$ cat src/rtl/uart_rx.sv
// Oversampled UART receiver: start-glitch rejection, optional odd parity, framing check.
// Bit timing advances only on sample_tick; samples are taken at mid-bit.
module uart_rx #(
  parameter int DATA_BITS  = 8,
  parameter int OVERSAMPLE = 16
) (
  input  logic                 clk,
  input  logic                 reset,
  input  logic                 sample_tick,
  input  logic                 rx_pin,
  input  logic                 parity_enable,
  output logic [DATA_BITS-1:0] rx_data,
  output logic                 rx_valid,
  output logic                 parity_error,
  output logic                 framing_error,
  output logic                 rx_busy
);

  localparam int CNT_W = $clog2(OVERSAMPLE);
  localparam int IDX_W = $clog2(DATA_BITS);

  localparam logic [CNT_W-1:0] HALF_LAST = CNT_W'(OVERSAMPLE / 2 - 1);
  localparam logic [CNT_W-1:0] FULL_LAST = CNT_W'(OVERSAMPLE - 1);
  localparam logic [IDX_W-1:0] IDX_LAST  = IDX_W'(DATA_BITS - 1);

  typedef enum logic [2:0] {
    IDLE      = 3'd0,
    START     = 3'd1,
    DATA      = 3'd2,
    PARITY    = 3'd3,
    STOP      = 3'd4,
    WAIT_IDLE = 3'd5
  } state_t;

  state_t               state, state_next;
  logic [CNT_W-1:0]     cnt, cnt_next;
  logic [IDX_W-1:0]     idx, idx_next;
  logic [DATA_BITS-1:0] shift, shift_next;
  logic                 par_bit, par_next;
  logic                 frame_done;
  logic                 sync_1, rx_s;

  // Two-flop synchronizer, reset to the idle line level so reset never looks like a start bit.
  always_ff @(posedge clk) begin
    if (reset) begin
      sync_1 <= 1'b1;
      rx_s   <= 1'b1;
    end else begin
      // NOTE: non-blocking assignments make both flops sample their old inputs on the
      // same edge; blocking here would collapse the chain into a single flop.
      sync_1 <= rx_pin;
      rx_s   <= sync_1;
    end
  end

  always_comb begin
    // NOTE: every variable gets a default before the case so no path leaves it
    // unassigned, which would otherwise infer a latch.
    state_next = state;
    cnt_next   = cnt;
    idx_next   = idx;
    shift_next = shift;
    par_next   = par_bit;
    frame_done = 1'b0;

    case (state)
      IDLE: begin
        if (sample_tick && !rx_s) begin
          state_next = START;
          cnt_next   = '0;
        end
      end
      START: begin
        if (sample_tick) begin
          if (cnt == HALF_LAST) begin
            cnt_next   = '0;
            idx_next   = '0;
            state_next = rx_s ? IDLE : DATA;  // high at mid-start means a glitch
          end else begin
            cnt_next = cnt + CNT_W'(1);
          end
        end
      end
      DATA: begin
        if (sample_tick) begin
          if (cnt == FULL_LAST) begin
            cnt_next        = '0;
            shift_next[idx] = rx_s;
            if (idx == IDX_LAST) state_next = parity_enable ? PARITY : STOP;
            else                 idx_next   = idx + IDX_W'(1);
          end else begin
            cnt_next = cnt + CNT_W'(1);
          end
        end
      end
      PARITY: begin
        if (sample_tick) begin
          if (cnt == FULL_LAST) begin
            cnt_next   = '0;
            par_next   = rx_s;
            state_next = STOP;
          end else begin
            cnt_next = cnt + CNT_W'(1);
          end
        end
      end
      STOP: begin
        if (sample_tick) begin
          if (cnt == FULL_LAST) begin
            cnt_next   = '0;
            frame_done = 1'b1;
            state_next = rx_s ? IDLE : WAIT_IDLE;
          end else begin
            cnt_next = cnt + CNT_W'(1);
          end
        end
      end
      WAIT_IDLE: begin
        if (sample_tick && rx_s) state_next = IDLE;
      end
      default: begin
        state_next = IDLE;
        cnt_next   = '0;
        idx_next   = '0;
      end
    endcase
  end

  always_ff @(posedge clk) begin
    if (reset) begin
      state         <= IDLE;
      cnt           <= '0;
      idx           <= '0;
      shift         <= '0;
      par_bit       <= 1'b0;
      rx_data       <= '0;
      rx_valid      <= 1'b0;
      parity_error  <= 1'b0;
      framing_error <= 1'b0;
    end else begin
      state    <= state_next;
      cnt      <= cnt_next;
      idx      <= idx_next;
      shift    <= shift_next;
      par_bit  <= par_next;
      rx_valid <= frame_done;
      if (frame_done) begin
        rx_data       <= shift;
        // Odd parity: data bits plus parity bit must XOR to 1.
        parity_error  <= parity_enable & ~(^shift ^ par_bit);
        framing_error <= ~rx_s;
      end
    end
  end

  assign rx_busy = (state != IDLE);

endmodule

$ cat config.mk
export PLATFORM = sky130hd
export DESIGN_NAME = uart_rx
export DESIGN_NICKNAME = d
export VERILOG_FILES = /design/src/rtl/uart_rx.sv
export SDC_FILE = /design/constraint.sdc
export NUM_CORES = 1
export LEC_CHECK = 0
export BUFFER_PORTS_ARGS = -buffer_cell sky130_fd_sc_hd__buf_2
export CAP_MARGIN = 20
export CORE_MARGIN = 10
export CORE_UTILIZATION = 30
export CTS_CLUSTER_SIZE = 40
export DETAILED_ROUTE_END_ITERATION = 7
export PLACE_DENSITY_LB_ADDON = 0.1
export RECOVER_POWER = 50
export REMOVE_ABC_BUFFERS = 1
export SLEW_MARGIN = 20
export SYNTH_ARGS = -nofsm -noshare
export SYNTH_HDL_FRONTEND = slang
export SYNTH_SLANG_ARGS = --single-unit
$ cat constraint.sdc
create_clock -name clk -period 1.6 [get_ports clk]
set_clock_uncertainty 0.05 [all_clocks]
set_input_delay 0.4 -clock clk [delete_from_list [all_inputs] [get_ports clk]]
set_output_delay 0.4 -clock clk [all_outputs]
set_load 0.005 [all_outputs]
==> results.toml, run 1 <==
[timing]
hold_viol = 0
slew_headroom = 0.791
fmax_ghz = 0.592
fin_crit_sh = 1.06
finalHoldWorstSlack_ns = 0.253
rsz0062_at_grt = "yes"
setup_viol = 12
drv_slew = 0
worst_pin_slew_ns = 0.313
fin_ws_ns = -0.0896
finalCriticalPeriod_ns = 1.69

[synth]
synth_ff_type = "dfxtp_1"
synth_area_mm2 = 0.00162
synth.avg_cell_area_um2 = 8.63
netlist_instances = 188
synth-seq-cells = 32
async_flop_share = 0
synth_edf_count = 0
synth_top_area_share = 0.395
seq_area_frac_synth = 0.395
synth_area_leaders = "dfxtp_1, mux2i_1, nor2_1, a21oi_1, xnor2_1"
yosys.area.top_type = "dfxtp_1"
yosys_warnings = 0
yosysUniqueCellTypes = 44

[cells_and_area]
layout_commonest_cell = "buf_4"
final_nets = 254
antenna_cells = 0
areaGrowthSynthToFinish_pct = 44.3
layout_common_cells = "buf_4, nor2_1, dfxtp_1"
instances_no_fill = 316
stdcell_area_mm2 = 0.00234
drive_above_1_share = 0.390

[placement]
globalplace.congestion = 0.866
port-buffer-count = 16
place_area_mm2 = 0.00203
dp_cells = 300
post-dp-hpwl_mm = 3.00

[setup_path]
cpPeakStageDelay_ns = 0.46
cp-start-kind = "flip-flop"
rrSetupSlack_ns = -0.09
reg2reg_to = "idx[1]"
crit_slowest_cell = "or4_1"
path_depth = 7
cp.required_ns = 1.71
worst_setup_path_end_kind = "flip-flop"
path_buf_inv = 1
critPathLaunch = "cnt[0]"
worstPathCellList = "ha_4 > nand3_2 > or4_1 > o21ai_1 > buf_4 > mux2i_1 > nor2_1"
critPathTopFamily = "simple AND/OR/NAND/NOR gates"
critPathArrivalTime_ns = 1.80
r2r-start = "cnt[0]"
path_max_fanout = 4
reg2regPathDepth = 7
crit_end = "idx[1]"
critPathKind = "flip-flop to flip-flop"

[worst_hold_path]
hp-class = "input port to flip-flop"

[floorplan]
start_util = 0.314
die_y_um = 93.6
row_count = 26
ios = 17
die_x_um = 93.6
core_mm2 = 0.00517
dieArea_mm2 = 0.00875

[drt]
vias_per_cell = 4.81
vias = 1520
wl_mm = 4.21
wl_per_cell_um = 13.3
top_layer = "met4"
route.detailed.drc = 0
met2_wirelength_mm = 2.09
drtIter0Drc = 34
antenna_left = 0
m1WireLength_mm = 1.87
first_pass_iters = 4
met3WireLength_um = 180

[clock_network]
cts_max_path_buffers = 2
cts.reportedPaths.clkPinSlew_ns = 0.06
numCtsBuffers = 5
root_buffer = "clkbuf_8"
clock_latency_ns = 0.28
clock_sinks = 32
htree_num_levels = 2
cts_tree = "yes"
holdBufCountCts = 0

[pwr]
ir_worst_vdd_mv = 0.444
p_total_w = 0.00239
p_leak_nw = 0.998
p_per_area_mw_per_mm2 = 1020

[outcome]
status = "finished, violations left"
violations = "negative setup slack"

[global_routing]
grt_pass1_vias = 1541
grt_usage = 0.100
grt_remaining_overflow = 0
grt_max_degree = 16
grt_antenna_before_repair = 0
grt_pass1_wl_mm = 7.18

[job]
max_cap_violations = 0
per-stage QoR:
stage / setup slack, ns / TNS, ns / utilization
6_report: -0.0896 / -0.531 / 0.453
5_1_grt: -0.179 / -1.80 / 0.453
4_1_cts: -0.102 / -0.767 / 0.440
3_5_place_dp: -0.236 / -3.00 / 0.392
3_3_place_gp: -0.185 / -2.31 / 0.392
2_1_floorplan: -0.212 / -3.31 / -
layer usage:
layer	track usage	up-vias
met1	0.114	713
met3	0.0344	7
met5	0	-
li1	-	776
met2	0.170	24
met4	0.0380	0
layout make-up:
cell class	instances	area, µm²
Clock buffer	6	72.6
Sequential cell	32	656
Fill cell	523	2830
Tap cell	70	87.6
Inverter	4	15.0
Multi-Input combinational cell	139	1050
Timing Repair Buffer	64	457
Clock inverter	1	5.00
registers in the layout, indices dropped and copies added (netlist names):
signal         cells
parity_error       1
cnt                4
rx_s               1
rx_data            8
state              3
shift              8
par_bit            1
sync_1             1
framing_error      1
idx                3
rx_valid           1
cells in the mapped netlist, types with 2 or more instances:
cell,instances
dfxtp_1,32
nor2_1,32
mux2i_1,20
a21oi_1,12
nand2_1,10
clkbuf_1,7
buf_2,5
nand3_1,5
xnor2_1,5
a31oi_1,4
inv_1,4
ha_1,3
nand3b_1,3
nand4_1,3
nor2b_1,3
o21ai_0,3
a221oi_1,2
and2_1,2
and3_1,2
nor3b_1,2
nor4_1,2
or2_2,2
or3_1,2
or4_1,2
xor2_1,2
where the power goes:
group / internal (W) / switching [W] / leakage, nW
combinational: 0.000530 / 0.000404 / 0.695
sequential: 0.000834 / 0.0000535 / 0.262
clock: 0.000295 / 0.000273 / 0.0410
kinds of logic after synthesis:
group | share of synthesized area
flip-flops | 0.395
adder cells (fa/ha/maj) | 0.0231
XOR/XNOR | 0.0517
AND/OR/NAND/NOR | 0.243
multiplexers | 0.123
AO/OA/AOI/OAI | 0.120
buffers and inverters | 0.0439
repair_timing:
item / 4_1_cts / 5_1_grt
resized for setup: 36 / 13
setup endpoints to repair: 29 / 25
setup buffers: 5 / 4
hold endpoints to repair: 0 / 0
pin swaps: 17 / 14
worst min-delay path by stage:
stage          startpoint  endpoint  slack [ns]  depth (start not counted)
2_1_floorplan      sync_1      rx_s        0.34                          1
6_report           rx_pin    sync_1        0.25                          2
3_5_place_dp       sync_1      rx_s        0.35                          1
3_3_place_gp       sync_1      rx_s        0.34                          1
5_1_grt            rx_pin    sync_1        0.24                          2
4_1_cts            rx_pin    sync_1        0.24                          2
Power figures use the tool's default switching activity.
==> inputs of run 2 (changes only) <==
- CORE_UTILIZATION: 30 -> 40
==> run 2 against run 1 <==
The run still ends with negative setup slack left. Via count down 1.5%. Utilization up 13 points. Sequential share of layout area up 0.61 points. Design area down 1.8%. Maximum frequency up 2.2%. Sequential cell count unchanged. First-iteration DRC count up 110%. Critical path depth down 1. Count of clock-buffer cells in the layout unchanged. Critical endpoint unchanged.
==> results.toml, run 2 (synthesized netlist as in run 1, its figures left out) <==
[floorplan]
start_util = 0.409
row_count = 23
die_y_um = 83.7
dieArea_mm2 = 0.00700
die_x_um = 83.7
core_mm2 = 0.00397
ios = 17

[drt]
drtIter0Drc = 71
vias = 1497
route.detailed.drc = 0
wl_per_cell_um = 13.8
antenna_left = 0
wl_mm = 4.00
vias_per_cell = 5.18
first_pass_iters = 4

[global_routing]
grt_max_degree = 23
grt_antenna_before_repair = 0
grt_pass1_vias = 1451
grt_pass1_wl_mm = 6.58
grt_usage = 0.110
grt_remaining_overflow = 0

[cells_and_area]
register_area_um2 = 658
drive_above_1_share = 0.418
top_regs = "rx_data: 8 flops, shift: 8 flops, cnt: 4 flops"
fillers = 358
areaGrowthSynthToFinish_pct = 41.8
post-route-util = 0.579
instances_no_fill = 289
antenna_cells = 0
final_nets = 247
layout_common_cells = "nor2_1, buf_4, dfxtp_1"
multiInputGateArea_mm2 = 0.00107

[worst_hold_path]
hp-class = "input port to flip-flop"
min_from = "rx_pin"

[placement]
port-buffer-count = 16
dp_slack_ns = -0.239
post-dp-hpwl_mm = 2.65
dp_cells = 272
globalplace.congestion = 0.812

[pwr]
swShare = 0.315
p_seq_frac = 0.368
switching_power_w = 0.000744
clockPowerShare = 0.239
p_total_w = 0.00236
p_per_area_mw_per_mm2 = 1030
p_leak_nw = 1.02
p_comb_frac = 0.393
intPower_w = 0.00162
ir_worst_vdd_mv = 0.571

[timing]
fin_ws_ns = -0.0539
hold_viol = 0
fin_crit_sh = 1.03
setup_viol = 8
finalCriticalPeriod_ns = 1.65
rsz0062_at_grt = "yes"
worst_pin_slew_ns = 0.412
slew_headroom = 0.726
drv_slew = 0
finalHoldWorstSlack_ns = 0.257
fmax_ghz = 0.605

[clock_network]
cts_tree = "yes"
clock_latency_ns = 0.28
htree_num_levels = 2
root_buffer = "clkbuf_8"
cts.reportedPaths.clkPinSlew_ns = 0.06
holdBufCountCts = 0
numCtsBuffers = 5
clock_sinks = 32
cts_max_path_buffers = 2

[setup_path]
critPathLaunch = "cnt[0]"
cp-start-kind = "flip-flop"
critPathArrivalTime_ns = 1.76
cp.required_ns = 1.70
critPathKind = "flip-flop to flip-flop"
r2r-start = "cnt[0]"
path_max_fanout = 3
worst_setup_path_end_kind = "flip-flop"

[outcome]
violations = "negative setup slack"
status = "finished, violations left"

[job]
max_cap_violations = 0
run 2: cell count changes in the layout (fill, tap and decap cells not counted), moves of 2 or more:
cell      previous run  this run
a31oi_1              4         2
buf_4               42        31
buf_2                5        16
nand3_1              2         4
nand3_2              3         1
clkbuf_1            11         1
a31oi_2              0         2
buf_6                7         9
run 2: path summary, 6_finish.rpt:
kind,endpoint,slack [ns],depth (start not counted)
setup / recovery,idx[1],-0.05,6
setup reg to reg,idx[1],-0.05,6
hold / removal,sync_1,0.26,2
hold reg to reg,rx_s,0.37,1
run 2: area by class of cell:
type,instances,area share
timing repair buffer,57,0.182
inverter,4,0.00653
multi-input combinational,139,0.464
tap,50,0.0272
clock inverter,1,0.00218
sequential,32,0.286
clock buffer,6,0.0315
run 2: what timing repair did:
item                       in CTS  in global routing
cloned                          0                  0
setup endpoints to repair      29                 27
resized for setup              29                 25
hold endpoints to repair        0                  0
pin swaps                      10                 13
setup buffers                   4                  6
run 2: power groups by stage:
| stage | sequential [W] | clock, W | combinational [W] |
|---|---|---|---|
| floorplan | 0.000907 | 0 | 0.000275 |
| global placement | 0.000868 | 0 | 0.000655 |
| detailed placement | 0.000871 | 0 | 0.000653 |
| CTS | 0.000862 | 0.000590 | 0.000739 |
| global route | 0.000870 | 0.000637 | 0.00101 |
| finish | 0.000869 | 0.000564 | 0.000928 |
run 2: metal layers:
layer	share of wire	wire [µm]	GRT usage	vias up
li1	-	-	-	759
met1	0.45	1780	0.129	699
met2	0.50	2010	0.185	35
met3	0.042	167	0.0342	4
met4	0.010	40	0.0320	0
met5	0	0	0	-
run 2: per-stage QoR:
step | instance area, µm² | setup TNS [ns]
after global routing | 2300 | -1.29
after floorplan | 1570 | -3.31
final | 2300 | -0.284
after CTS | 2150 | -0.400
after global placement | 1940 | -2.90
after detailed placement | 1940 | -3.08
run 2: worst max-delay path, stage by stage (launching register included):
cell,delay [ns]
dfxtp_2,0.35
ha_4,0.15
nand3_1,0.10
or4_4,0.51
o21ai_4,0.11
mux2i_1,0.22
nor2_1,0.05
==> inputs of run 3 (changes only) <==
- GPL_TIMING_DRIVEN: unset -> 0
==> run 3 against run 2 <==
The flow still finishes with violations (negative setup slack). Maximum frequency fell by 2.5%. Die area unchanged. Hold slack worse by 0.0061 ns. Critical path type unchanged. Highest routed layer unchanged.
==> results.toml, run 3 (synthesized netlist as in run 1, its figures left out) <==
[placement]
globalplace.congestion = 0.783
port-buffer-count = 16
post-dp-hpwl_mm = 2.30
place_area_mm2 = 0.00171

[pwr]
p_leak_nw = 0.894
ir_worst_vdd_mv = 0.455
p_per_area_mw_per_mm2 = 1040

[cells_and_area]
layout_common_cells = "nor2_1, dfxtp_1, mux2i_1"
antenna_cells = 0
fillers = 384
final_nets = 221
layout_commonest_cell = "nor2_1"
stdcell_area_mm2 = 0.00204
areaGrowthSynthToFinish_pct = 25.8
top_regs = "rx_data: 8 flops, shift: 8 flops, cnt: 4 flops"
drive_above_1_share = 0.324

[timing]
finalHoldWorstSlack_ns = 0.251
hold_viol = 0
fin_crit_sh = 1.06
drv_slew = 0
worst_pin_slew_ns = 0.558
setup_viol = 21
fin_ws_ns = -0.0967
rsz0062_at_grt = "yes"
fmax_ghz = 0.589
finalCriticalPeriod_ns = 1.70
slew_headroom = 0.628

[drt]
drtIter0Drc = 90
wl_per_cell_um = 13.9
vias_per_cell = 5.37
wl_mm = 3.66
route.detailed.drc = 0
antenna_left = 0
first_pass_iters = 4
vias = 1411

[global_routing]
grt_pass1_wl_mm = 6.43
grt_usage = 0.106
grt_max_degree = 34
grt_remaining_overflow = 0
grt_antenna_before_repair = 0
grt_pass1_vias = 1333

[setup_path]
path_max_fanout = 6
worst_setup_path_end_kind = "flip-flop"
cpPeakStageDelay_ns = 0.37
cp-start-kind = "flip-flop"
cp.required_ns = 1.73
worstPathCellList = "ha_4 > and4_4 > a31oi_1 > a31oi_2 > a21oi_1 > o41ai_1"
critPathKind = "flip-flop to flip-flop"
crit_slowest_cell = "dfxtp_4"
critPathArrivalTime_ns = 1.82
rrSetupSlack_ns = -0.1

[floorplan]
core_mm2 = 0.00397
die_y_um = 83.7
start_util = 0.409
die_x_um = 83.7
ios = 17
dieArea_mm2 = 0.00700
row_count = 23

[clock_network]
clock_sinks = 32
cts.reportedPaths.clkPinSlew_ns = 0.07
numCtsBuffers = 5
cts_max_path_buffers = 2
clock_latency_ns = 0.28
cts_tree = "yes"
htree_num_levels = 2
root_buffer = "clkbuf_8"

[outcome]
violations = "negative setup slack"
status = "finished, violations left"

[worst_hold_path]
hp-class = "input port to flip-flop"

[job]
max_cap_violations = 0
run 3: cell count changes in the layout (fill, tap and decap cells not counted), sizes merged:
cell / change
buf: -25
clkinv: -1
run 3: worst max-delay path: cells and delay by family, from the launching register on:
family                   cells  cell delay, ns
AO/OA/AOI/OAI                4            0.74
adder cells (fa/ha/maj)      1            0.16
flip-flops                   1            0.37
AND/OR/NAND/NOR              1            0.28
run 3: routing by layer:
layer | track usage | wire length, µm | vias up
met4 | 0.0350 | 48 | 0
met3 | 0.0313 | 123 | 6
met1 | 0.131 | 1690 | 676
li1 | - | - | 705
met5 | 0 | 0 | -
met2 | 0.169 | 1790 | 24
run 3: per-stage QoR:
step | setup TNS, ns | util | setup slack, ns | instances | total power, W
2_1_floorplan | -3.31 | - | -0.212 | 175 | 0.00118
4_1_cts | -1.11 | 0.506 | -0.0879 | 261 | 0.00212
3_3_place_gp | -12.20 | 0.430 | -0.628 | 241 | 0.00129
6_report | -1.03 | 0.514 | -0.0967 | 263 | 0.00213
5_1_grt | -3.17 | 0.514 | -0.203 | 263 | 0.00227
3_5_place_dp | -13.66 | 0.430 | -0.719 | 241 | 0.00130
run 3: timing repair:
action,CTS,global route
resized for setup,33,5
hold endpoints to repair,0,0
hold buffers,0,0
endpoints found under the setup margin,31,27
setup buffers,13,2
pin swaps,7,2
run 3: where the power goes:
group	switching [W]	internal, W	total, W
combinational	0.000295	0.000256	0.000551
clock	0.000281	0.000383	0.000664
sequential	0.0000848	0.000833	0.000918
total	0.000662	0.00147	0.00213
run 3: final timing paths:
kind,startpoint,endpoint,depth (start not counted)
worst max register to register,cnt[0],state[0],6
worst min register to register,sync_1,rx_s,1
worst max-delay path,cnt[0],state[0],6
worst min-delay path,rx_pin,sync_1,2
run 3: final cells by class:
| type | instances | area [µm²] | share of cell area |
|---|---|---|---|
| timing repair buffer | 31 | 193 | 0.0944 |
| tap | 50 | 62.6 | 0.0306 |
| clock buffer | 7 | 96.3 | 0.0472 |
| inverter | 4 | 15.0 | 0.00735 |
| multi-input combinational | 139 | 1010 | 0.493 |
| sequential | 32 | 669 | 0.328 |
